===== src/rtl/tensor_core_sequencer.sv =====
// Sequencer around small_tensor_core: gathers 18 operand bytes into two 3x3 matrices,
// launches the core, captures one result per counter step and streams the nine results out.
module tensor_core_sequencer #(
  parameter int DATA_WIDTH = 8
) (
  input  logic                         tensor_core_clock,
  input  logic                         reset_in,
  input  logic                         in_valid,
  output logic                         in_ready,
  input  logic signed [DATA_WIDTH-1:0] in_data,
  input  logic [1:0]                   op_select,
  output logic                         out_valid,
  input  logic                         out_ready,
  output logic signed [DATA_WIDTH-1:0] out_data,
  output logic                         busy,
  output logic signed [DATA_WIDTH-1:0] core_input1 [3][3],
  output logic signed [DATA_WIDTH-1:0] core_input2 [3][3],
  output logic                         core_write_enable,
  output logic                         core_start,
  output logic [1:0]                   core_operation_select,
  input  logic signed [DATA_WIDTH-1:0] core_output [3][3]
);

  localparam int N_ELEM = 9;

  typedef enum logic [2:0] {
    IDLE,
    LOAD,
    LAUNCH,
    COMPUTE,
    DRAIN
  } state_t;

  state_t                       state;
  logic [4:0]                   load_idx;
  logic [3:0]                   cap_idx;
  logic [3:0]                   drain_idx;
  logic signed [DATA_WIDTH-1:0] result [N_ELEM];
  logic                         accept;

  assign accept = in_valid && in_ready;

  always_ff @(posedge tensor_core_clock) begin
    if (!reset_in) begin
      state                 <= IDLE;
      load_idx              <= '0;
      cap_idx               <= '0;
      drain_idx             <= '0;
      for (int i = 0; i < N_ELEM; i++) begin
        result[i]               <= '0;
        core_input1[i/3][i%3]   <= '0;
        core_input2[i/3][i%3]   <= '0;
      end
      core_operation_select <= 2'b00;
      in_ready              <= 1'b0;
      out_valid             <= 1'b0;
      out_data              <= '0;
      busy                  <= 1'b0;
      core_start            <= 1'b0;
      // Holding write-enable parks the core's element counter at 9.
      core_write_enable     <= 1'b1;
    end else begin
      case (state)
        IDLE: begin
          in_ready          <= 1'b1;
          core_write_enable <= 1'b1;
          core_start        <= 1'b0;
          out_valid         <= 1'b0;
          out_data          <= '0;
          busy              <= 1'b0;
          if (accept) begin
            core_input1[0][0]     <= in_data;
            core_operation_select <= op_select;
            load_idx              <= 5'd1;
            busy                  <= 1'b1;
            state                 <= LOAD;
          end
        end

        LOAD: begin
          if (accept) begin
            for (int i = 0; i < N_ELEM; i++) begin
              if (load_idx == 5'(i))          core_input1[i/3][i%3] <= in_data;
              if (load_idx == 5'(i + N_ELEM)) core_input2[i/3][i%3] <= in_data;
            end
            if (load_idx == 5'(2*N_ELEM - 1)) begin
              in_ready          <= 1'b0;
              core_write_enable <= 1'b0;
              core_start        <= 1'b1;
              state             <= LAUNCH;
            end else begin
              load_idx <= load_idx + 5'd1;
            end
          end
        end

        LAUNCH: begin
          core_start <= 1'b0;
          cap_idx    <= '0;
          state      <= COMPUTE;
        end

        COMPUTE: begin
          // The core counter equals cap_idx during this cycle.
          for (int i = 0; i < N_ELEM; i++) begin
            if (cap_idx == 4'(i)) result[i] <= core_output[i/3][i%3];
          end
          if (cap_idx == 4'(N_ELEM - 1)) begin
            out_valid         <= 1'b1;
            out_data          <= result[0];
            drain_idx         <= '0;
            core_write_enable <= 1'b1;
            state             <= DRAIN;
          end else begin
            cap_idx <= cap_idx + 4'd1;
          end
        end

        DRAIN: begin
          if (out_ready) begin
            if (drain_idx == 4'(N_ELEM - 1)) begin
              out_valid <= 1'b0;
              out_data  <= '0;
              busy      <= 1'b0;
              in_ready  <= 1'b1;
              state     <= IDLE;
            end else begin
              drain_idx <= drain_idx + 4'd1;
              for (int i = 0; i < N_ELEM - 1; i++) begin
                if (drain_idx == 4'(i)) out_data <= result[i+1];
              end
            end
          end
        end

        default: state <= IDLE;
      endcase
    end
  end

endmodule


===== config.mk =====
export PLATFORM = sky130hd
export DESIGN_NAME = tensor_core_sequencer
export DESIGN_NICKNAME = d
export VERILOG_FILES = /design/src/rtl/tensor_core_sequencer.sv
export SDC_FILE = /design/constraint.sdc
export NUM_CORES = 1
export LEC_CHECK = 0
export BUFFER_PORTS_ARGS = -buffer_cell sky130_fd_sc_hd__buf_2
export CORE_MARGIN = 2
export CORE_UTILIZATION = 50
export DETAILED_ROUTE_END_ITERATION = 6
export PLACE_DENSITY_LB_ADDON = 0.1
export SYNTH_ARGS = -nofsm -noshare
export SYNTH_HDL_FRONTEND = slang
export SYNTH_SLANG_ARGS = --single-unit
export TNS_END_PERCENT = 5

===== constraint.sdc =====
create_clock -name tensor_core_clock -period 3.8 [get_ports tensor_core_clock]
set_input_delay 0.76 -clock tensor_core_clock [delete_from_list [all_inputs] [get_ports tensor_core_clock]]
set_output_delay 0.76 -clock tensor_core_clock [all_outputs]
set_load 0.005 [all_outputs]

* Word level (Yosys, flattened, before mapping) *
Memory sizes are Yosys's and may differ from the RTL's.
Cells that the tools add are included.

storage, ports and cells
  bits in registers = 175
  output and inout port bits = 159
  RAM bits = 72
  bits in read-only memories = 0
  bits of input ports = 86
  memories kept = 1
  latch bits = 0

operators by class
  bitwise operators = 9
  multiply operators = 0
  order comparisons = 0
  $add $sub $neg = 3
  multiplexer cells = 102
  divide/modulo/power cells = 0
  reductions and logical operators = 43
  shifts and indexed selects = 0
  equality and inequality tests = 48

memories
  name    depth  bits a word  rd ports  clocked after memory_dff  wr ports  line  text
  result  9      8            9         0                         9         38    logic signed [DATA_WIDTH-1:0] result [N_ELEM];

operator list
  cell                    number
  $mux W8                 30
  $mux W72                1
  $reduce_and A3 Y1       19
  $mux W1                 47
  $eq A5 B4 Y1 const B    8
  $eq A4 B3 Y1 const B    8
  $pmux W8 S3             1
  $reduce_and A4 Y1       6
  $eq A5 B3 Y1 const B    4
  $ne A2 B2 Y1 const B    10
  $mux W3                 6
  $eq A4 B2 Y1 const B    4
  $mux W4                 4
  $pmux W4 S2             2
  $pmux W8 S2             1
  $mux W5                 3
  $pmux W3 S5             1
  $eq A5 B2 Y1 const B    2
  $eq A5 B5 Y1 const B    2
  $ne A10 B10 Y1 const B  1
  $pmux W5 S2             1
  $reduce_bool A2 Y1      5
  $or A1 B1 Y1            9
  $pmux W1 S3             3
  18 further kinds        27

* Depth between registers and ports, before layout *
Gate-level depths: netlist (run 1).

  depth after elaboration = 12
  depth in mapped cells = 9
  depth with buffers taken out = 7

* Worst setup path before layout (run 1) *
OpenSTA, ideal clock, no wires.

  path type = flip-flop to flip-flop
  from = register drain_idx[0]
  to = register out_data[0]
  cell stages (with the launch flop) = 10
  buffers on the path = 2
  slack = 1,540 ps
  arrival time = 2,133 ps
  period minus slack after synthesis = 2,260 ps
  library setup time = 128 ps
  cells stage by stage = dfxtp_1 > inv_1 > ha_1 > clkbuf_1 > or3_1 > a221oi_1 > nor4b_4 > nand2b_1 > clkbuf_1 > o31ai_1

on the way
  longest elaborated chain between the ends = 11
  elaborated cells on any way between the ends = 21
  classes of those cells = eq/ne (9); mux (10); reduce/logical (2)

RTL lines
  what                    line  text
  start, declared         37    logic [3:0] drain_idx;
  start signal, assigned  128   drain_idx <= drain_idx + 4'd1;
  $eq A4 B1 Y1            130   if (drain_idx == 4'(i)) out_data <= result[i+1];
  $mux W8 (7 in series)   130
  $mux W8                 121   if (drain_idx == 4'(N_ELEM - 1)) begin
  $mux W8                 120   if (out_ready) begin
  $pmux W8 S3             63    case (state)
  end signal, assigned    110   out_data <= result[0];
  end signal, assigned    130
  end, declared           14    output logic signed [DATA_WIDTH-1:0] out_data,

Several ways; a longest one is shown, not always the timed one. The select of a mux whose other input is x is not followed.
A chain may end at the register's enable or synchronous reset.

* Worst setup path after layout (run 1) *
  from = register drain_idx[1]
  to = register out_data[2]

The elaborated chain is that of the path after synthesis.

==> results_dict.tcl, run 1 <==
set metrics [dict create \
    synth_top_family_by_area "simple AND/OR/NAND/NOR gates" \
    initial_core_util_pct 50.9 \
    grt_start_max_net_pins 115 \
    crit_path_end_kind "flip-flop" \
    cp.arrival_ns 3.05 \
    first_iter_violations 410 \
    yosys.area_share.simple_pct 18.6 \
    drt-vias-per-instance 5.22 \
    post_cts_resized 0 \
    grt_overflow_total 0 \
    post-route-period-util_pct 68.7 \
    synth_edf_count 72 \
    cts.htree.levels 1 \
    crit_required_ns 4.24 \
    fin_area_um2 12600 \
    grt_pass1_vias 7532 \
    synthTopCellsByArea "dfxtp_1, edfxtp_1, mux2i_1" \
    grt_util_all_layers_pct 23.3 \
    synth_compound_area_share_pct 7.94 \
    path_buf_inv 1 \
    power_density_nw_per_um2 437 \
    clk_pin_slew_ns 0.06 \
    drc 0 \
    synth_seq_area_share_pct 55.0 \
    start_kind "flip-flop" \
    peakVddDrop_v 0.000367 \
    synth_top_area_share_pct 34.0 \
    cts_tree "yes" \
    drive_gt1_share_pct 26.4 \
    worst_slew_pin_slew_ns 1.21 \
    die_x_um 148 \
    dr.pass1.iters 5 \
    clkSinkCount 247 \
    slew_headroom_pct 19.6 \
    finalCriticalPeriod_ns 2.61 \
    grt_pass1_wl_um 40400 \
    clock_latency_ns 0.54 \
    crit_type "reg -> reg" \
    place_area_um2 11700 \
    cp_top_family "simple AND/OR/NAND/NOR gates" \
    r2r_start "drain_idx[1]" \
    portBuffers 244 \
    cts-root-buf "clkbuf_16" \
    whs_ns 0.450 \
    finalHoldViolations 0 \
    yosys.area_share.adder_pct 1.58 \
    cp_max_fo 18 \
    cp_slowest_stage_delay_ns 0.59 \
    fillerInstances 1722 \
    area_growth_pct 22.0 \
    status "completed" \
    rsz0062_at_grt "false" \
    power.leakage_nw 5.43 \
    startpoint "drain_idx[1]" \
    cts_hold_buf 0 \
    wl_um 26100 \
    r2r_end "out_data[2]" \
    yosysWarnings 0 \
    drtAntennaViolNets 0 \
    endpoint "out_data[2]" \
    synthXorXnorAreaFrac_pct 0.255 \
    rows 52 \
    netlist_area_um2 10300 \
    ys_ff_latch 247 \
    core_area_um2 20200 \
    maxCapViolCount 0 \
    max_freq_mhz 383 \
    die-area_um2 21800 \
    syn_area_per_cell_um2 10.4 \
    rrSetupSlack_ns 1.19 \
    synthArstFlopShare_pct 0 \
    dp_hpwl_um 18100 \
    muxShareOfSynthArea_pct 13.5 \
    finalSetupViolCount 0 \
    utilization_pct 62.2 \
    antenna_found_initial 3 \
    crit_slowest_cell "ha_1" \
    syn_nets 1091 \
    die_y_um 148 \
    setup_tns_ns 0 \
    finClkSkew_ns 0.0259 \
    clk_path_buf_depth 3 \
    path_cells "inv_1, ha_1, or3_1, a221oi_1, nor4b_4, nand2b_1, o31ai_1" \
    cp_num_cells 7 \
    r2r_cells 7 \
    synth_cell_types 63 \
    gp_congestion 0.837 \
    io_pins 245 \
    tritoncts.num_buffers 26 \
    synth_top_flop_cell "dfxtp_1" \
    wl_per_cell_um 17.4 \
    maxSlewViolCount 0 \
    worstHoldPathType "reg -> reg" \
    synth_top_cell_by_area "dfxtp_1" \
    post_cts_buffers 0 \
    post_synth_inst_count 992 \
    route.vias.total 7838 \
    fin_nets 1308 \
]
==> tightest hold or removal path: stages, from the launching register on <==
cell and delay, ns:
dfxtp_1 0.30, nand2_1 0.05, a21oi_1 0.05
==> where the power goes <==
group	leakage (nW)	internal (mW)	switching (mW)
clock	0.421	1.44	1.05
combinational	2.85	0.0830	0.151
sequential	2.15	2.75	0.0231
==> placed cells by master (no fill, tap or decap), types with 10 or more instances in the layout <==
master	count
nand2_1	32
inv_1	15
clkbuf_16	26
buf_2	244
nor2_1	191
mux2i_1	139
dfxtp_1	175
edfxtp_1	72
a21oi_1	37
and2_1	75
buf_4	12
nand3_1	15
a22oi_1	10
o21ai_0	14
o31ai_1	10
ha_1	13
nor3_1	15
==> per-stage QoR <==
step	power [mW]	setup WS, ns	cells
3_5_place_dp	3.06	1.00	1451
4_1_cts	5.54	1.20	1499
3_3_place_gp	3.06	1.05	1451
2_1_floorplan	2.95	1.54	992
6_report	5.50	1.19	1502
5_1_grt	5.68	1.03	1501
==> how the worst min path moves through the flow <==
stage	startpoint	to	slack (ns)	cells past startpoint
2_1_floorplan	core_input2[16]	core_input2[16]	0.45	2
3_3_place_gp	core_input2[21]	core_input2[21]	0.44	2
5_1_grt	core_input2[18]	core_input2[18]	0.47	2
4_1_cts	op_select[1]	core_operation_select[1]	0.44	3
3_5_place_dp	core_input2[21]	core_input2[21]	0.45	2
6_report	core_input2[21]	core_input2[21]	0.45	2
==> flip-flops by register name (all words and copies together), names as in the netlist <==
register and cells:
drain_idx 4, busy 1, core_operation_select 2, core_input1 72, state 3, out_data 8, load_idx 5, core_write_enable 1
cap_idx 4, out_valid 1, in_ready 1, core_input2 72, core_start 1, result 72
==> final cells by class <==
class	instances	area [um^2]	share of cell area, %
clock inverter	15	155	1.23
timing repair buffer	257	1330	10.6
multi-input combinational	660	4320	34.3
antenna	3	7.51	0.0597
inverter	17	66.3	0.527
tap	270	338	2.69
clock buffer	33	697	5.54
sequential	247	5670	45.0
==> cell usage after synthesis, types with 2 or more instances <==
cell type,count
nand2_1,32
or3_1,3
o21ai_0,14
a21oi_1,37
a22oi_1,10
o31ai_1,10
nor2_2,7
a31oi_1,3
o22a_1,8
and2_1,75
nand2b_1,5
a21o_1,2
o41ai_1,7
and3b_1,4
nor2_1,191
and3_1,3
buf_2,4
mux2i_1,139
nor3_1,16
nor2_4,6
o21a_1,9
nor2b_1,8
nand3_1,15
or2_2,2
edfxtp_1,72
a221oi_1,9
nand3b_1,2
inv_1,15
ha_1,13
nor4_1,2
clkbuf_1,62
xor2_1,2
dfxtp_1,175
==> cell families (layout without fill, tap and decap cells) <==
kind of cell | Yosys count | in the layout
adders and majority gates | 13 | 13
buffers and inverters | 85 | 322
muxes | 139 | 139
DFF | 247 | 247
xor gates and xnor gates | 3 | 3
and+or+nand+nor | 384 | 384
AOI/OAI and AO/OA | 121 | 121
other | 0 | 3
==> layer usage <==
metal	wire, um	track usage [%]
met5	0	0
met4	636	6.83
met3	1960	6.27
met2	12900	40.4
met1	10600	28.4
Note: power is estimated with default switching activity, not from simulation.
==> inputs of run 2 (changes only) <==
--- a/config.mk
+++ b/config.mk
@@ -7,7 +7,7 @@
 export LEC_CHECK = 0
 export BUFFER_PORTS_ARGS = -buffer_cell sky130_fd_sc_hd__buf_2
 export CORE_MARGIN = 2
-export CORE_UTILIZATION = 50
+export CORE_UTILIZATION = 48
 export DETAILED_ROUTE_END_ITERATION = 6
 export PLACE_DENSITY_LB_ADDON = 0.1
 export SYNTH_ARGS = -nofsm -noshare
==> constraint.sdc (replaced) <==
create_clock -name tensor_core_clock -period 2.4 [get_ports tensor_core_clock]
set_input_delay 0.48 -clock tensor_core_clock [delete_from_list [all_inputs] [get_ports tensor_core_clock]]
set_output_delay 0.48 -clock tensor_core_clock [all_outputs]
set_load 0.005 [all_outputs]
==> results_dict.tcl, run 2 (synthesis results as in run 1) <==
set metrics [dict create \
    die_y_um 151 \
    gp_congestion 0.847 \
    rrSetupSlack_ns 0.17 \
    portBuffers 244 \
    crit_required_ns 2.80 \
    cts-root-buf "clkbuf_16" \
    cp.arrival_ns 2.63 \
    clkSinkCount 247 \
    layout_commonest_cell "buf_2" \
    path_cells "buf_4, nor3b_2, nand3_1, nor2_4, mux2i_1, nor2_1" \
    area_growth_pct 25.0 \
    clk_pin_slew_ns 0.06 \
    die_x_um 151 \
    wl_um 27000 \
    finalHoldViolations 0 \
    clock_latency_ns 0.55 \
    power.leakage_nw 5.59 \
    clk_path_buf_depth 3 \
    dr.pass1.iters 6 \
    cts_tree "yes" \
    largestRegisters "core_input1 x72, core_input2 x72, result x72" \
    peakVddDrop_v 0.000601 \
    worst_slew_pin_slew_ns 0.835 \
    fin_nets 1337 \
    first_iter_violations 397 \
    rows 53 \
    grt_util_all_layers_pct 23.1 \
    worstHoldPathType "in -> reg" \
    drive_gt1_share_pct 28.2 \
    cts.htree.levels 1 \
    maxCapViolCount 0 \
    slew_headroom_pct 44.2 \
    finalCriticalPeriod_ns 2.23 \
    io_pins 245 \
    antenna_found_initial 4 \
    placed_cells 1482 \
    core_area_um2 21000 \
    rsz0062_at_grt "true" \
    grt_pass1_vias 7586 \
    status "completed" \
    finalSetupViolCount 0 \
    max_freq_mhz 448 \
    drt-vias-per-instance 5.22 \
    crit_path_end_kind "flip-flop" \
    path_buf_inv 1 \
    layout.cells.non_filler 1536 \
    cp_top_family "simple AND/OR/NAND/NOR gates" \
    drc 0 \
    route.vias.total 8018 \
    crit_type "reg -> reg" \
    post-route-period-util_pct 93.0 \
    maxSlewViolCount 0 \
    grt_pass1_wl_um 41000 \
    cts_hold_buf 0 \
    cp_max_fo 8 \
    setup_tns_ns 0 \
    wl_per_cell_um 17.6 \
    cp_slowest_stage_delay_ns 0.46 \
    power_density_nw_per_um2 692 \
    layout_common_cells "buf_2, nor2_1, dfxtp_1" \
    crit_slowest_cell "dfxtp_1" \
    grt_start_max_net_pins 161 \
    grt_overflow_total 0 \
    dp_hpwl_um 18600 \
    drtAntennaViolNets 0 \
    finClkSkew_ns 0.0207 \
    die-area_um2 22700 \
    tritoncts.num_buffers 27 \
    start_kind "flip-flop" \
    initial_core_util_pct 49.0 \
]
[run 2: path summary, 6_finish.rpt]
kind / startpoint / to / cells past startpoint
worst min-delay path: op_select[0] / core_operation_select[0] / 3
worst max register to register: state[0] / core_input2[42] / 6
worst min register to register: core_input2[18] / core_input2[18] / 2
worst max-delay path: state[0] / core_input2[42] / 6
[run 2: final cells by class]
type	count	area, um^2
fillers	1833	8140
flip-flops and latches	247	5670
multi-input cells	660	4340
repair buffers	285	1570
clock buffers	39	771
well taps	275	344
clock inverters	11	128
inverters	17	66.3
diodes	2	5.00
[run 2: repair_timing]
item / in CTS / in global routing
endpoints found under the setup margin: 0 / 64
buffers inserted: 0 / 2
gates resized for setup: 0 / 3
[run 2: through the flow]
| step | util, % | hold WS [ns] | total power [mW] | setup WS [ns] | cell area [um^2] |
|---|---|---|---|---|---|
| 2_1_floorplan | - | 0.453 | 4.67 | 0.140 | 10300 |
| 3_3_place_gp | 56.8 | 0.440 | 4.87 | 0.130 | 11900 |
| 3_5_place_dp | 56.8 | 0.445 | 4.87 | 0.107 | 11900 |
| 4_1_cts | 61.0 | 0.171 | 8.99 | 0.0855 | 12800 |
| 5_1_grt | 61.3 | 0.197 | 9.19 | -0.00702 | 12900 |
| 6_report | 61.3 | 0.189 | 8.91 | 0.169 | 12900 |
[run 2: metal layers]
layer	track usage (%)	wire [um]
met1	28.1	10800
met5	0	26
met3	6.18	2040
met2	39.9	13300
met4	7.41	854
[run 2: report_power, final]
part	internal [mW]	leakage, nW	switching [mW]
clock	2.46	0.437	1.68
sequential	4.35	2.15	0.0354
combinational	0.142	3.00	0.248
[run 2: worst min-delay path, cell delays in order]
cell and delay, ns:
buf_2 0.07, mux2i_1 0.06, nor2_1 0.08
==> inputs of run 3 (changes only) <==
--- a/config.mk
+++ b/config.mk
@@ -5,10 +5,10 @@
 export SDC_FILE = /design/constraint.sdc
 export NUM_CORES = 1
 export LEC_CHECK = 0
-export BUFFER_PORTS_ARGS = -buffer_cell sky130_fd_sc_hd__buf_2
 export CORE_MARGIN = 2
-export CORE_UTILIZATION = 48
+export CORE_UTILIZATION = 50
 export DETAILED_ROUTE_END_ITERATION = 6
+export DONT_BUFFER_PORTS = 1
 export PLACE_DENSITY_LB_ADDON = 0.1
 export SYNTH_ARGS = -nofsm -noshare
 export SYNTH_HDL_FRONTEND = slang
==> results_dict.tcl, run 3 (synthesis results as in run 1) <==
set metrics [dict create \
    worst_slew_pin_slew_ns 0.721 \
    die_y_um 148 \
    utilization_pct 57.5 \
    status "completed" \
    grt_pass1_wl_um 39700 \
    cp_max_fo 15 \
    fin_nets 1096 \
    grt_overflow_total 0 \
    crit_path_end_kind "flip-flop" \
    initial_core_util_pct 50.9 \
    clkSinkCount 247 \
    fin_total_pwr_mw 8.76 \
    route.vias.total 6998 \
    crit_slowest_cell "or4_1" \
    layout_commonest_cell "nor2_1" \
    clock_latency_ns 0.54 \
    core_area_um2 20200 \
    finalHoldViolations 0 \
    die-area_um2 21800 \
    maxSlewViolCount 0 \
    cts.htree.levels 1 \
    finalSetupViolCount 0 \
    wl_per_cell_um 20.0 \
    startpoint "state[0]" \
    preCtsSetupSlack_ns 0.0927 \
    setup_slack_ns 0.221 \
    maxCapViolCount 0 \
    cts_hold_buf 0 \
    antenna_found_initial 1 \
    finClkSkew_ns 0.0175 \
    power_density_nw_per_um2 753 \
    dp_hpwl_um 17600 \
    cts_tree "yes" \
    area_growth_pct 12.8 \
    rsz0062_at_grt "false" \
    r2r_start "state[0]" \
    first_iter_violations 429 \
    drtAntennaViolNets 0 \
    cp_slowest_stage_delay_ns 0.62 \
    power.leakage_nw 4.39 \
    crit_type "reg -> reg" \
    cp.arrival_ns 2.64 \
    path_cells "or3b_4, or4_1, or3_1, a21oi_1" \
    grt_util_all_layers_pct 23.1 \
    layout_common_cells "nor2_1, dfxtp_1, mux2i_1" \
    dr.pass1.iters 5 \
    cts-root-buf "clkbuf_16" \
    crit_required_ns 2.86 \
    largestRegisters "core_input1 x72, core_input2 x72, result x72" \
    drive_gt1_share_pct 11.2 \
    clk_path_buf_depth 3 \
    gp_congestion 0.880 \
    start_kind "flip-flop" \
    worstHoldStart "reset_in" \
    post-route-period-util_pct 90.8 \
    setup_tns_ns 0 \
    tritoncts.num_buffers 27 \
    grt_start_max_net_pins 161 \
    drt-vias-per-instance 5.43 \
    die_x_um 148 \
    clk_pin_slew_ns 0.06 \
    grt_pass1_vias 6972 \
    max_freq_mhz 459 \
    finalCriticalPeriod_ns 2.18 \
    peakVddDrop_v 0.000519 \
    io_pins 245 \
    wl_um 25700 \
    drc 0 \
    slew_headroom_pct 51.9 \
    rows 52 \
    portBuffers 0 \
    worstHoldPathType "in -> reg" \
]
## run 3: changes by cell type in the layout (fill, tap and decap cells not counted), sizes merged
| cell | delta |
|---|---|
| clkinv | +2 |
| buf | -241 |
| diode | -1 |
| clkinvlp | -2 |
| bufinv | -1 |
## run 3: metrics by stage
| step | hold slack (ns) | std cells | area (um^2) |
|---|---|---|---|
| detailed placement | 0.484 | 1237 | 10700 |
| floorplan | 0.453 | 992 | 10300 |
| CTS | 0.0178 | 1286 | 11600 |
| global placement | 0.480 | 1237 | 10700 |
| finish | 0.0473 | 1288 | 11600 |
| global route | 0.0393 | 1288 | 11600 |
## run 3: critical path, delay by kind of cell, from the launching register on
kind | cells | cell delay [ns]
compound gates | 1 | 0.14
flops | 1 | 0.44
simple gates | 3 | 1.52
## run 3: path summary, 6_finish.rpt
check / end / slack (ns) / depth (start not counted)
worst max-delay path: drain_idx[3] / 0.22 / 4
worst min-delay path: core_write_enable / 0.05 / 1
worst max register to register: drain_idx[3] / 0.22 / 4
worst min register to register: core_input2[20] / 0.49 / 2
## run 3: layout make-up
class	instances	area [um^2]
multi-input combinational	660	4320
sequential	247	5670
antenna	1	2.50
tap	270	338
fill	1769	8610
inverter	17	66.3
timing repair buffer	44	343
clock buffer	39	802
clock inverter	10	88.8
## run 3: metal layers
layer | global-route usage (%) | vias up | routed length [um]
met1 | 28.1 | 3296 | 10100
met2 | 39.7 | 226 | 12800
li1 | - | 3431 | -
met3 | 7.01 | 45 | 2280
met4 | 6.59 | 0 | 555
met5 | 0 | - | 0
## run 3: where the power goes
group | switching [mW] | leakage [nW] | total (mW) | internal, mW
sequential | 0.0456 | 2.15 | 4.40 | 4.35
combinational | 0.155 | 1.79 | 0.244 | 0.0886
clock | 1.69 | 0.447 | 4.12 | 2.43
## run 3: repair_timing
action,in CTS,in global routing
setup endpoints to repair,0,8
resized for setup,0,1
buffers inserted,0,1
